[config.mk]
export PLATFORM = sky130hd
export DESIGN_NAME = fifo_word_packer
export DESIGN_NICKNAME = d
export VERILOG_FILES = /design/src/rtl/fifo_pkg.sv /design/src/rtl/fifo_word_packer.sv
export SDC_FILE = /design/constraint.sdc
export NUM_CORES = 1
export LEC_CHECK = 0
export ABC_CLOCK_PERIOD_IN_PS = 2100
export BUFFER_PORTS_ARGS = -buffer_cell sky130_fd_sc_hd__buf_4
export CORE_AREA = 2 2 78 80
export CTS_CLUSTER_DIAMETER = 50
export DETAILED_ROUTE_END_ITERATION = 12
export DIE_AREA = 0 0 80 82
export GPL_ROUTABILITY_DRIVEN = 0
export PLACE_DENSITY_LB_ADDON = 0.25
export RECOVER_POWER = 50
export SETUP_SLACK_MARGIN = 0.05
export SYNTH_ARGS = -nofsm -noshare
export SYNTH_HDL_FRONTEND = slang
export SYNTH_SLANG_ARGS = --single-unit
[constraint.sdc]
create_clock -name clk -period 2.1 [get_ports clk]
set_input_delay 0.105 -clock clk [delete_from_list [all_inputs] [get_ports clk]]
set_output_delay 0.105 -clock clk [all_outputs]
set_load 0.01 [all_outputs]
[src/rtl/fifo_pkg.sv]
// Shared definitions for sync_fifo and its read-side consumers.
package fifo_pkg;

  localparam int unsigned FIFO_DATA_WIDTH = 8;

  // Width of a counter that must hold the values 0..n inclusive.
  function automatic int unsigned cnt_w(input int unsigned n);
    return $clog2(n + 1);
  endfunction

  typedef enum logic {
    StRun,
    StFlushWait
  } pack_state_e;

endpackage

[src/rtl/fifo_word_packer.sv]
// Drains sync_fifo entries and packs NBYTES of them (first in LSBs) into one valid/ready word,
// with a flush request that emits a zero-padded partial word.
module fifo_word_packer
  import fifo_pkg::*;
#(
  parameter int unsigned DATA_WIDTH = FIFO_DATA_WIDTH,
  parameter int unsigned NBYTES     = 4,
  localparam int unsigned OUT_W     = DATA_WIDTH * NBYTES,
  localparam int unsigned CNT_W     = cnt_w(NBYTES)
) (
  input  logic                  clk,
  input  logic                  rst,
  output logic                  fifo_rd_en,
  input  logic [DATA_WIDTH-1:0] fifo_dout,
  input  logic                  fifo_empty,
  input  logic                  flush,
  output logic [OUT_W-1:0]      out_data,
  output logic [CNT_W-1:0]      out_bytes,
  output logic                  out_valid,
  input  logic                  out_ready
);

  pack_state_e      state_q, state_d;
  logic [OUT_W-1:0] acc_q, acc_d, acc_cap;
  logic [CNT_W-1:0] byte_cnt_q, byte_cnt_d, cnt_cap;
  logic             rd_pend_q;
  logic [OUT_W-1:0] out_data_q, out_data_d;
  logic [CNT_W-1:0] out_bytes_q, out_bytes_d;
  logic             out_valid_q, out_valid_d;
  logic             flush_pend, out_free, full_go, part_go, handoff;

  always_comb begin
    // View of the accumulator after this cycle's capture, used by both hand-off and read issue.
    cnt_cap = byte_cnt_q + CNT_W'(rd_pend_q);
    acc_cap = acc_q;
    for (int k = 0; k < NBYTES; k++) begin
      if (rd_pend_q && (byte_cnt_q == CNT_W'(k))) begin
        acc_cap[k*DATA_WIDTH +: DATA_WIDTH] = fifo_dout;
      end
    end

    flush_pend = (state_q == StFlushWait);
    out_free   = !out_valid_q || out_ready;
    full_go    = (cnt_cap == CNT_W'(NBYTES)) && out_free;
    part_go    = flush_pend && !rd_pend_q && (byte_cnt_q != '0) && out_free;
    handoff    = full_go || part_go;
    byte_cnt_d = handoff ? '0 : cnt_cap;
    acc_d      = handoff ? '0 : acc_cap;

    // A hand-off frees the slots this cycle, so reading continues at one entry per clock.
    fifo_rd_en = !fifo_empty && !flush_pend && (byte_cnt_d < CNT_W'(NBYTES));

    out_data_d  = out_data_q;
    out_bytes_d = out_bytes_q;
    out_valid_d = out_valid_q;
    if (handoff) begin
      out_data_d  = acc_cap;
      out_bytes_d = cnt_cap;
      out_valid_d = 1'b1;
    end else if (out_ready) begin
      out_valid_d = 1'b0;
    end

    state_d = state_q;
    unique case (state_q)
      StRun: begin
        if (flush) begin
          state_d = StFlushWait;
        end
      end
      StFlushWait: begin
        if (!rd_pend_q && ((byte_cnt_q == '0) || out_free)) begin
          state_d = StRun;
        end
      end
      default: state_d = StRun;
    endcase
  end

  always_ff @(posedge clk or posedge rst) begin
    if (rst) begin
      state_q     <= StRun;
      acc_q       <= '0;
      byte_cnt_q  <= '0;
      rd_pend_q   <= 1'b0;
      out_data_q  <= '0;
      out_bytes_q <= '0;
      out_valid_q <= 1'b0;
    end else begin
      state_q     <= state_d;
      acc_q       <= acc_d;
      byte_cnt_q  <= byte_cnt_d;
      rd_pend_q   <= fifo_rd_en;
      out_data_q  <= out_data_d;
      out_bytes_q <= out_bytes_d;
      out_valid_q <= out_valid_d;
    end
  end

  assign out_data  = out_data_q;
  assign out_bytes = out_bytes_q;
  assign out_valid = out_valid_q;

endmodule
Word level (Yosys, flattened, before mapping). Index checks and enable logic that the tools add are counted.

Register bits after elaboration: 73. Logic and storage cells: 46. Input bits: 13. Bits in latches: 0. Memories: 0. Output and inout port bits: 37. Bits in read-only memories: 0. Bits in writable memories: 0.

Reduce and logical (&&, ||, !) cells: 21. Eq/ne operators: 4. Mux-type cells: 11. Divide/modulo/power cells: 0. Add/sub/neg operators: 1. Multipliers: 0. Shift operators: 0. Bitwise logic cells: 1. $lt $le $gt $ge: 1.

Operator list (number): two-way mux 32 bit (1); two-way mux 8 bit (4); logical AND 1 bit (11); equality test 3 x 2 -> 1 bit (second input constant) (2); logical NOT 1 bit (4); two-way mux 1 bit (4); adder 3 x 1 -> 3 bit (1); equality test 3 x 1 -> 1 bit (second input constant) (1); equality test 3 bit (second input constant) (1); logical NOT 3 bit (1); logical OR 1 bit (3); < comparator 3 bit (second input constant) (1); two-way mux 3 bit (1); nonzero test 3 bit (1); one-hot mux 1 bit (2 select lines) (1); nonzero test 2 bit (1); inverter 1 bit (1).

Depth between registers and ports, before layout. Gate-level depths: netlist of the first run.

Word-level depth: 8. Depth in mapped cells: 9. Mapped depth without buffers: 6.

Worst setup path before layout of the first run. OpenSTA, ideal clock, no wires.

Path type: flip-flop to flip-flop. Start point: register byte_cnt_q[0]. End point: register rd_pend_q. Required time: 1.939 ns. Path buffers: 1. Period minus slack after synthesis: 2.087 ns. Slack: 0.013 ns. Setup time: 0.161 ns. Stages on the path, launching flop included: 8. Arrival: 1.926 ns. Cell sequence: dfrtp_1 ha_1 ha_1 xor2_1 a22oi_2 or2_2 buf_6 a211oi_1.

Longest elaborated chain between the ends: 7.

Ends and longest elaborated chain: from (decl) (line fifo_word_packer.sv:25) `logic [CNT_W-1:0] byte_cnt_q, byte_cnt_d, cnt_cap;`; from (signal assigned) (line fifo_word_packer.sv:92) `byte_cnt_q <= byte_cnt_d;`; adder 3 x 1 -> 3 bit / nonzero test 3 bit (equally long branches) (line fifo_word_packer.sv:34, fifo_word_packer.sv:45); equality test 3 bit / logical AND 1 bit (equally long branches) (line fifo_word_packer.sv:44, fifo_word_packer.sv:45); logical AND 1 bit (on tied branches) (line fifo_word_packer.sv:44, fifo_word_packer.sv:45); logical OR 1 bit (line fifo_word_packer.sv:46) `handoff = full_go || part_go;`; two-way mux 3 bit * (line fifo_word_packer.sv:47) `byte_cnt_d = handoff ? '0 : cnt_cap;`; < comparator 3 bit * (line fifo_word_packer.sv:51) `fifo_rd_en = !fifo_empty && !flush_pend && (byte_cnt_d < CNT_W'(NBYTES));`; logical AND 1 bit * (line fifo_word_packer.sv:51); named net fifo_rd_en (line fifo_word_packer.sv:13) `output logic fifo_rd_en,`; to (signal assigned) (line fifo_word_packer.sv:93) `rd_pend_q <= fifo_rd_en;`; to (decl) (line fifo_word_packer.sv:26) `logic rd_pend_q;`.

The timed path passes the listed nets; every way through them passes the cells marked *. A chain may end at the register's enable or synchronous reset.

Final worst setup path of the first run.
Start point: register rd_pend_q. End point: output port fifo_rd_en.

Longest elaborated chain between the ends: 8.

Ends and longest elaborated chain (line): parallel branches: the longest is 5 deep, another holds adder 3 x 1 -> 3 bit; two-way mux 3 bit * (fifo_word_packer.sv:47); < comparator 3 bit * (fifo_word_packer.sv:51); logical AND 1 bit * (fifo_word_packer.sv:51); to (decl) (fifo_word_packer.sv:13).

Every way passes the cells marked *.

==> metrics.cfg, run 1 <==
[place]
port_buffers = 49
dp_hpwl_um = 3920
placedCellCount = 351

[clock_tree]
clk_path_buf_depth = 2
clockRootBuffer = clkbuf_8
cts_max_level = 3
cts_num_sinks = 73
cts_tree = done
cts.reportedPaths.clkPinSlew_ns = 0.08
cts_made_buffers = 9
insertion_delay_ns = 0.34

[min_path]
worstHoldPathType = in2reg

[critical_path]
criticalPathCategory = reg2out
cp.required_ns = 2.00
endpoint_kind = output port
start_kind = flop
path_max_fanout = 2
cp_data_arrival_time_ns = 1.99

[timing]
timing.fmax_mhz = 478
slew_violations = 0
fin_crit_sh = 0.997
setup_viol = 0
tightest_slew_ns = 0.960
holdWs_ns = 0.0174
rsz0062_at_grt = true
hold_viol_final = 0
finalWorstPathRequiredPeriod_ns = 2.09
slew_headroom = 0.360
finClkSkew_ns = 0.00643

[yosys]
synth_top_area_frac = 0.595
yosysSeqAreaShare = 0.595
yosysWarnings = 0
syn_area_um2 = 3070
synth_cell_types = 30
synth-seq-cells = 73
synth_top_cell_by_area = dfrtp_1
syn_inst = 229
ys_top_cells_by_area = dfrtp_1, mux2_2, mux2_4
synth.avg_cell_area_um2 = 13.4
syn_nets = 244

[floorplan]
initial_core_util = 0.534
die-area_um2 = 6560
rows = 28
dieHeight_um = 82
die_w_um = 80
boundaryPins = 50
core_area_um2 = 5750

[pwr]
power_density_nw_per_um2 = 1470
peakVddDrop_mv = 0.769
p_leak_nw = 1.84

[status]
status = complete, no violations

[final_layout]
layout-drive-gt1-share = 0.363
area_growth_pct = 22.0
nets = 305
final_cells = 370
diodes = 0

[global_routing]
first_global_vias = 1910
grt_max_degree = 74
grt_pass1_wl_um = 9770
antenna_found_initial = 0
grt_overflow = 0
grt.total_usage = 0.204

[route]
dr.pass1.iters = 4
viasPerCell = 5.20
drt_iter0_markers = 131
drc = 0
vias = 1924
routedWlPerCell_um = 16.3
ant_nets = 0
drt_wl_total_um = 6050

[job]
drv_cap = 0

==> cell usage after synthesis <==
cell,count
nor4bb_1,1
nor2b_1,3
o21ai_1,1
nand2b_1,1
nand2_1,1
mux2i_1,16
buf_12,1
nor2_1,20
or3_4,1
nor2_8,1
o21ai_0,33
inv_1,2
mux2_4,12
dfrtp_1,73
and2b_2,1
xor2_1,1
nand4b_1,1
and4bb_2,1
a22oi_2,1
ha_1,2
or2_2,1
nor4b_2,1
a21oi_1,2
mux2_2,22
and2_1,16
a211oi_1,1
buf_6,6
clkbuf_2,1
clkbuf_1,5
buf_1,1
==> area by class of cell <==
class	instances	area (um2)
repair buffers	64	443
inverters	2	7.51
well taps	75	93.8
clock inverters	7	71.3
fillers	470	2000
clock buffers	9	124
multi-input cells	140	1180
flip-flops and latches	73	1830
==> cell usage in the layout (no fill, tap or decap), types with 2 or more instances in the layout <==
| master | instances |
|---|---|
| buf_12 | 2 |
| clkbuf_8 | 9 |
| buf_4 | 40 |
| mux2i_1 | 16 |
| clkinvlp_4 | 3 |
| dfrtp_1 | 73 |
| o21ai_0 | 33 |
| and2_1 | 16 |
| clkbuf_4 | 2 |
| mux2_2 | 22 |
| a21oi_1 | 2 |
| clkbuf_1 | 18 |
| nor2_1 | 19 |
| mux2_4 | 12 |
| clkinv_2 | 2 |
| nor2b_1 | 3 |
| inv_1 | 2 |
| dlygate4sd3_1 | 2 |
==> logic make-up after synthesis <==
logic type | count (synthesis) | share of synthesized area
xor gates and xnor gates | 1 | 0.00286
buffers and inverters | 16 | 0.0400
adders and majority gates | 2 | 0.00816
and+or+nand+nor | 49 | 0.0967
DFF | 73 | 0.595
AOI/OAI and AO/OA | 38 | 0.0653
muxes | 50 | 0.192
==> sequential cells by signal, indices dropped and copies added, names as in the netlist <==
| signal | flops |
|---|---|
| acc_q | 32 |
| out_data | 32 |
| byte_cnt_q | 3 |
| out_bytes | 3 |
| flush_pend | 1 |
| out_valid | 1 |
| rd_pend_q | 1 |
==> final timing paths <==
kind	from	to	slack (ns)	cells after the start
min in group asynchronous	rst	acc_q[21]$_DFF_PP0_	0.69	4
setup reg to reg	byte_cnt_q[0]$_DFF_PP0_	out_data[4]$_DFFE_PP0P_	0.12	7
hold reg to reg	out_data[16]$_DFFE_PP0P_	out_data[16]$_DFFE_PP0P_	0.51	2
hold / removal	flush	flush_pend$_DFF_PP0_	0.02	3
setup / recovery	rd_pend_q$_DFF_PP0_	fifo_rd_en	0.007	7
max in group asynchronous	rst	out_data[17]$_DFFE_PP0P_	0.81	4
==> per-layer routing <==
metal | part of all wire | GRT usage | wire length (um)
met5 | 0 | 0 | 0
met4 | 0.018 | 0.0864 | 106
met3 | 0.038 | 0.0363 | 229
met2 | 0.49 | 0.327 | 2960
met1 | 0.45 | 0.275 | 2750
==> critical path, stage by stage (launching register included) <==
cell	delay (ns)
dfrtp_1	0.39
ha_2	0.20
ha_4	0.17
xor2_4	0.15
a22oi_2	0.09
or2_4	0.25
a211oi_4	0.23
buf_4	0.16
==> repair_timing <==
item,4_1_cts,5_1_grt
hold endpoints to repair,74,0
hold buffers,2,0
resized for setup,6,1
buffers inserted,1,0
pin swaps,4,0
setup endpoints to repair,11,1
gates cloned,0,0
==> power by group <==
part           internal (mW)  switching (mW)  leakage, nW
logic                   1.17            1.15        0.764
clock network          0.546           0.532       0.0912
registers               1.90           0.225        0.983
total                   3.61            1.91         1.84
==> per-stage QoR <==
stage	setup TNS (ns)	worst slack (ns)	power [mW]	instance area, um2	utilization
after global placement	0	0.146	4.44	3550	0.618
after detailed placement	0	0.0508	4.51	3550	0.618
after floorplan	0	0.104	3.74	3070	-
after CTS	-0.00130	-0.00130	5.67	3810	0.664
after global routing	-0.0632	-0.0632	5.88	3740	0.651
final	0	0.00734	5.52	3740	0.651
Power figures use the tool's default switching activity.
==> inputs of run 2 (changes only) <==
- BUFFER_PORTS_ARGS: -buffer_cell sky130_fd_sc_hd__buf_4 -> -buffer_cell sky130_fd_sc_hd__clkbuf_2
- CORE_AREA: 2 2 78 80 -> 2 2 76 78
- CTS_BUF_LIST: unset -> sky130_fd_sc_hd__clkbuf_8
- DIE_AREA: 0 0 80 82 -> 0 0 78 80
==> metrics.cfg, run 2 (synthesized netlist as in run 1, its figures left out) <==
[timing]
tightest_slew_ns = 0.957
setup_viol = 1
finalWorstPathRequiredPeriod_ns = 2.11
slew_headroom = 0.362
slew_violations = 0
fin_crit_sh = 1.01
setup_tns_ns = -0.0145
rsz0062_at_grt = true
timing.fmax_mhz = 473
setup_slack_ns = -0.0145
finClkSkew_ns = 0.00492
hold_viol_final = 0

[route]
dr.pass1.iters = 4
vias = 1943
drt_wl_total_um = 5900
drt_iter0_markers = 121
viasPerCell = 5.22
ant_nets = 0
routedWlPerCell_um = 15.9
drc = 0

[floorplan]
core_area_um2 = 5410
initial_core_util = 0.568
rows = 27
dieHeight_um = 80
die-area_um2 = 6240
die_w_um = 78
boundaryPins = 50

[critical_path]
start_kind = flop
critPathSlowestCell = dfrtp_1
crit_chain = ha_2 -> ha_4 -> xor2_2 -> a22oi_2 -> or2_4 -> a211oi_4 -> buf_2
criticalPathCategory = reg2out
endpoint_kind = output port
critical_path.max_stage_delay_ns = 0.39
cp.required_ns = 2.00
path_max_fanout = 2
cp_data_arrival_time_ns = 2.01

[status]
violations = setup timing
status = complete, but fails checks

[clock_tree]
cts_num_sinks = 73
cts_max_level = 3
cts.reportedPaths.clkPinSlew_ns = 0.07
insertion_delay_ns = 0.34
clk_path_buf_depth = 2
clockRootBuffer = clkbuf_8
cts_made_buffers = 9
cts_tree = done

[pwr]
p_leak_nw = 1.89
power.total_mw = 5.80
power_density_nw_per_um2 = 1540
peakVddDrop_mv = 0.796

[final_layout]
diodes = 0
area_growth_pct = 22.6
fillers = 427
nets = 310
layout_common_cells = dfrtp_1, o21ai_0, clkbuf_2, mux2_2, nor2_1
layout_commonest_cell = dfrtp_1
layout-drive-gt1-share = 0.377

[place]
port_buffers = 49
dp_hpwl_um = 3670

[min_path]
worstHoldPathType = in2reg

[global_routing]
grt_pass1_wl_um = 9690
first_global_vias = 1892
antenna_found_initial = 0
grt_overflow = 0
grt_max_degree = 74
grt.total_usage = 0.212

[job]
drv_cap = 0

run 2: worst max-delay path, delay by kind of cell, from the launching register on:
family                   cells  cell delay [ns]
flip-flops                   1             0.39
XOR/XNOR                     1             0.15
adder cells (fa/ha/maj)      2             0.36
AO/OA/AOI/OAI                2             0.33
AND/OR/NAND/NOR              1             0.26
buffers and inverters        1             0.19
run 2: final cells by class:
cell class / instances / area (um2) / area share
multi-input combinational: 140 / 1170 / 0.312
inverter: 2 / 7.51 / 0.00200
clock inverter: 5 / 103 / 0.0273
tap: 72 / 90.1 / 0.0240
clock buffer: 11 / 151 / 0.0403
sequential: 73 / 1830 / 0.486
timing repair buffer: 69 / 408 / 0.108
run 2: where the power goes:
part / internal, mW / switching, mW
registers: 1.90 / 0.224
logic: 1.15 / 1.17
clock network: 0.852 / 0.499
run 2: through the flow:
stage	util	hold WS (ns)	std cells	instance area (um2)	worst slack [ns]
after floorplan	-	0.189	229	3070	0.104
after global placement	0.634	0.196	348	3430	0.140
after detailed placement	0.634	0.200	348	3430	0.0868
after CTS	0.698	0.0900	371	3770	0.0521
after global routing	0.696	0.119	372	3760	-0.0900
final	0.696	0.109	372	3760	-0.0145
run 2: final timing paths:
path | startpoint | to | slack [ns] | cells after the start
max | rd_pend_q$_DFF_PP0_ | fifo_rd_en | -0.01 | 7
min | fifo_dout[5] | acc_q[29]$_DFF_PP0_ | 0.11 | 3
max reg2reg | byte_cnt_q[0]$_DFF_PP0_ | out_data[5]$_DFFE_PP0P_ | 0.08 | 8
min reg2reg | out_data[14]$_DFFE_PP0P_ | out_data[14]$_DFFE_PP0P_ | 0.51 | 1
max in group asynchronous | rst | byte_cnt_q[1]$_DFF_PP0_ | 0.83 | 4
min in group asynchronous | rst | acc_q[11]$_DFF_PP0_ | 0.62 | 4
run 2: routing by layer:
metal | GRT usage | vias to the layer above | wire length [um]
li1 | - | 913 | -
met1 | 0.300 | 963 | 2790
met2 | 0.304 | 53 | 2700
met3 | 0.0396 | 14 | 272
met4 | 0.126 | 0 | 134
met5 | 0 | - | 0
run 2: what timing repair did:
action                                  in CTS  in global routing
cloned                                       0                  0
endpoints found under the hold margin       74                  0
hold buffers                                 2                  0
pin swaps                                    3                  0
buffers inserted                             5                  2
endpoints found under the setup margin       1                  2
resized for setup                            6                  5
==> inputs of run 3 (changes only) <==
- PLACE_DENSITY: unset -> 0.86
- PLACE_DENSITY_LB_ADDON: 0.25 -> unset
==> metrics.cfg, run 3 (synthesized netlist as in run 1, its figures left out) <==
[timing]
setup_slack_ns = -0.0255
hold_viol_final = 0
finalWorstPathRequiredPeriod_ns = 2.13
rsz0062_at_grt = true
holdWs_ns = 0.0664
setup_tns_ns = -0.0501
slew_headroom = 0.312
finClkSkew_ns = 0.00792
slew_violations = 0
fin_crit_sh = 1.01
tightest_slew_ns = 1.03
timing.fmax_mhz = 470
setup_viol = 5

[global_routing]
grt_use_met3 = 0.0283
grt.total_usage = 0.210
antenna_found_initial = 0
grt_use_met2 = 0.324
grt_overflow = 0
grt_max_degree = 45
grt_pass1_wl_um = 9850
first_global_vias = 2031
grt.busiest_layer = met2
use_met1 = 0.291

[floorplan]
boundaryPins = 50
rows = 27
die_w_um = 78
die-area_um2 = 6240
initial_core_util = 0.568
dieHeight_um = 80
core_area_um2 = 5410

[route]
drc = 0
dr.pass1.iters = 4
ant_nets = 0
viasPerCell = 5.33
vias = 2011
drt_iter0_markers = 117
routedWlPerCell_um = 16.9
drt_wl_total_um = 6370

[critical_path]
criticalPathCategory = reg2reg
cp.required_ns = 2.33
crit_chain = buf_6 -> or3_4 -> a22oi_2 -> buf_4 -> buf_6 -> nor2_8 -> clkbuf_16 -> buf_8 -> mux2_4
critPathSlowestCell = dfrtp_1
setup.worst_path.start = byte_cnt_q[0]$_DFF_PP0_
crit-reg2reg-launch = byte_cnt_q[0]$_DFF_PP0_
endpoint_kind = flop
cp_data_arrival_time_ns = 2.36
start_kind = flop
crit_top_cell = buf_6
critical_path.max_stage_delay_ns = 0.42
path_max_fanout = 5

[clock_tree]
insertion_delay_ns = 0.34
cts_num_sinks = 73
cts.reportedPaths.clkPinSlew_ns = 0.07
clk_path_buf_depth = 2
cts_made_buffers = 9
cts_max_level = 3
clockRootBuffer = clkbuf_8
cts_tree = done

[min_path]
worstHoldStart = fifo_empty
worstHoldPathType = in2reg

[pwr]
p_leak_nw = 1.89
peakVddDrop_mv = 0.840
power_density_nw_per_um2 = 1530

[place]
dp_hpwl_um = 3920
port_buffers = 49
dp_worst_setup_slack_ns = 0.0748

[job]
drv_cap = 0

[status]
violations = setup timing
status = complete, but fails checks

[final_layout]
diodes = 0
layout_common_cells = dfrtp_1, clkbuf_2, o21ai_0, mux2_2
layout-drive-gt1-share = 0.416
layout_commonest_cell = dfrtp_1
area_growth_pct = 24.3
nets = 315

## run 3: stage by stage
stage	cell area, um2	total power, mW	std cells	utilization
after CTS	3690	5.51	371	0.682
final	3810	5.83	377	0.705
after global routing	3810	6.16	377	0.705
after detailed placement	3400	4.29	348	0.629
after global placement	3400	4.19	348	0.629
after floorplan	3070	3.74	229	-
## run 3: path summary, 6_finish.rpt
kind	slack, ns	depth (start not counted)	end
max	-0.03	9	out_data[15]$_DFFE_PP0P_
min	0.07	3	rd_pend_q$_DFF_PP0_
max reg2reg	-0.03	9	out_data[15]$_DFFE_PP0P_
min reg2reg	0.51	2	out_data[21]$_DFFE_PP0P_
max in group asynchronous	0.82	4	out_data[28]$_DFFE_PP0P_
min in group asynchronous	0.51	4	acc_q[13]$_DFF_PP0_
## run 3: per-layer routing
| metal | routed length [um] | part of all wire |
|---|---|---|
| met5 | 0 | 0 |
| met4 | 208 | 0.033 |
| met3 | 259 | 0.041 |
| met2 | 3040 | 0.48 |
| met1 | 2860 | 0.45 |
## run 3: critical path, delay by kind of cell, from the launching register on
kind | cells | cell delay, ns
AOI/OAI and AO/OA | 1 | 0.20
DFF | 1 | 0.42
buffers and inverters | 5 | 0.69
muxes | 1 | 0.28
and+or+nand+nor | 2 | 0.41
## run 3: repair_timing
item                                   CTS  global route
setup endpoints to repair                1            37
pin swaps                                5             3
setup buffers                            5             6
hold buffers                             2             0
gates resized for setup                  6            20
endpoints found under the hold margin   74             0
gates cloned                             0             1
## run 3: report_power, final
group | internal (mW) | leakage (nW) | switching [mW]
Sequential | 1.90 | 0.983 | 0.245
Clock | 0.572 | 0.0995 | 0.510
Combinational | 1.31 | 0.810 | 1.28
Total | 3.79 | 1.89 | 2.04
## run 3: area by class of cell
cell class                      count  area (um2)
Clock buffer                       10         138
Clock inverter                      6        58.8
Fill cell                         401        1590
Inverter                            2        7.51
Multi-Input combinational cell    140        1220
Sequential cell                    73        1830
Tap cell                           72        90.1
Timing Repair Buffer               74         472
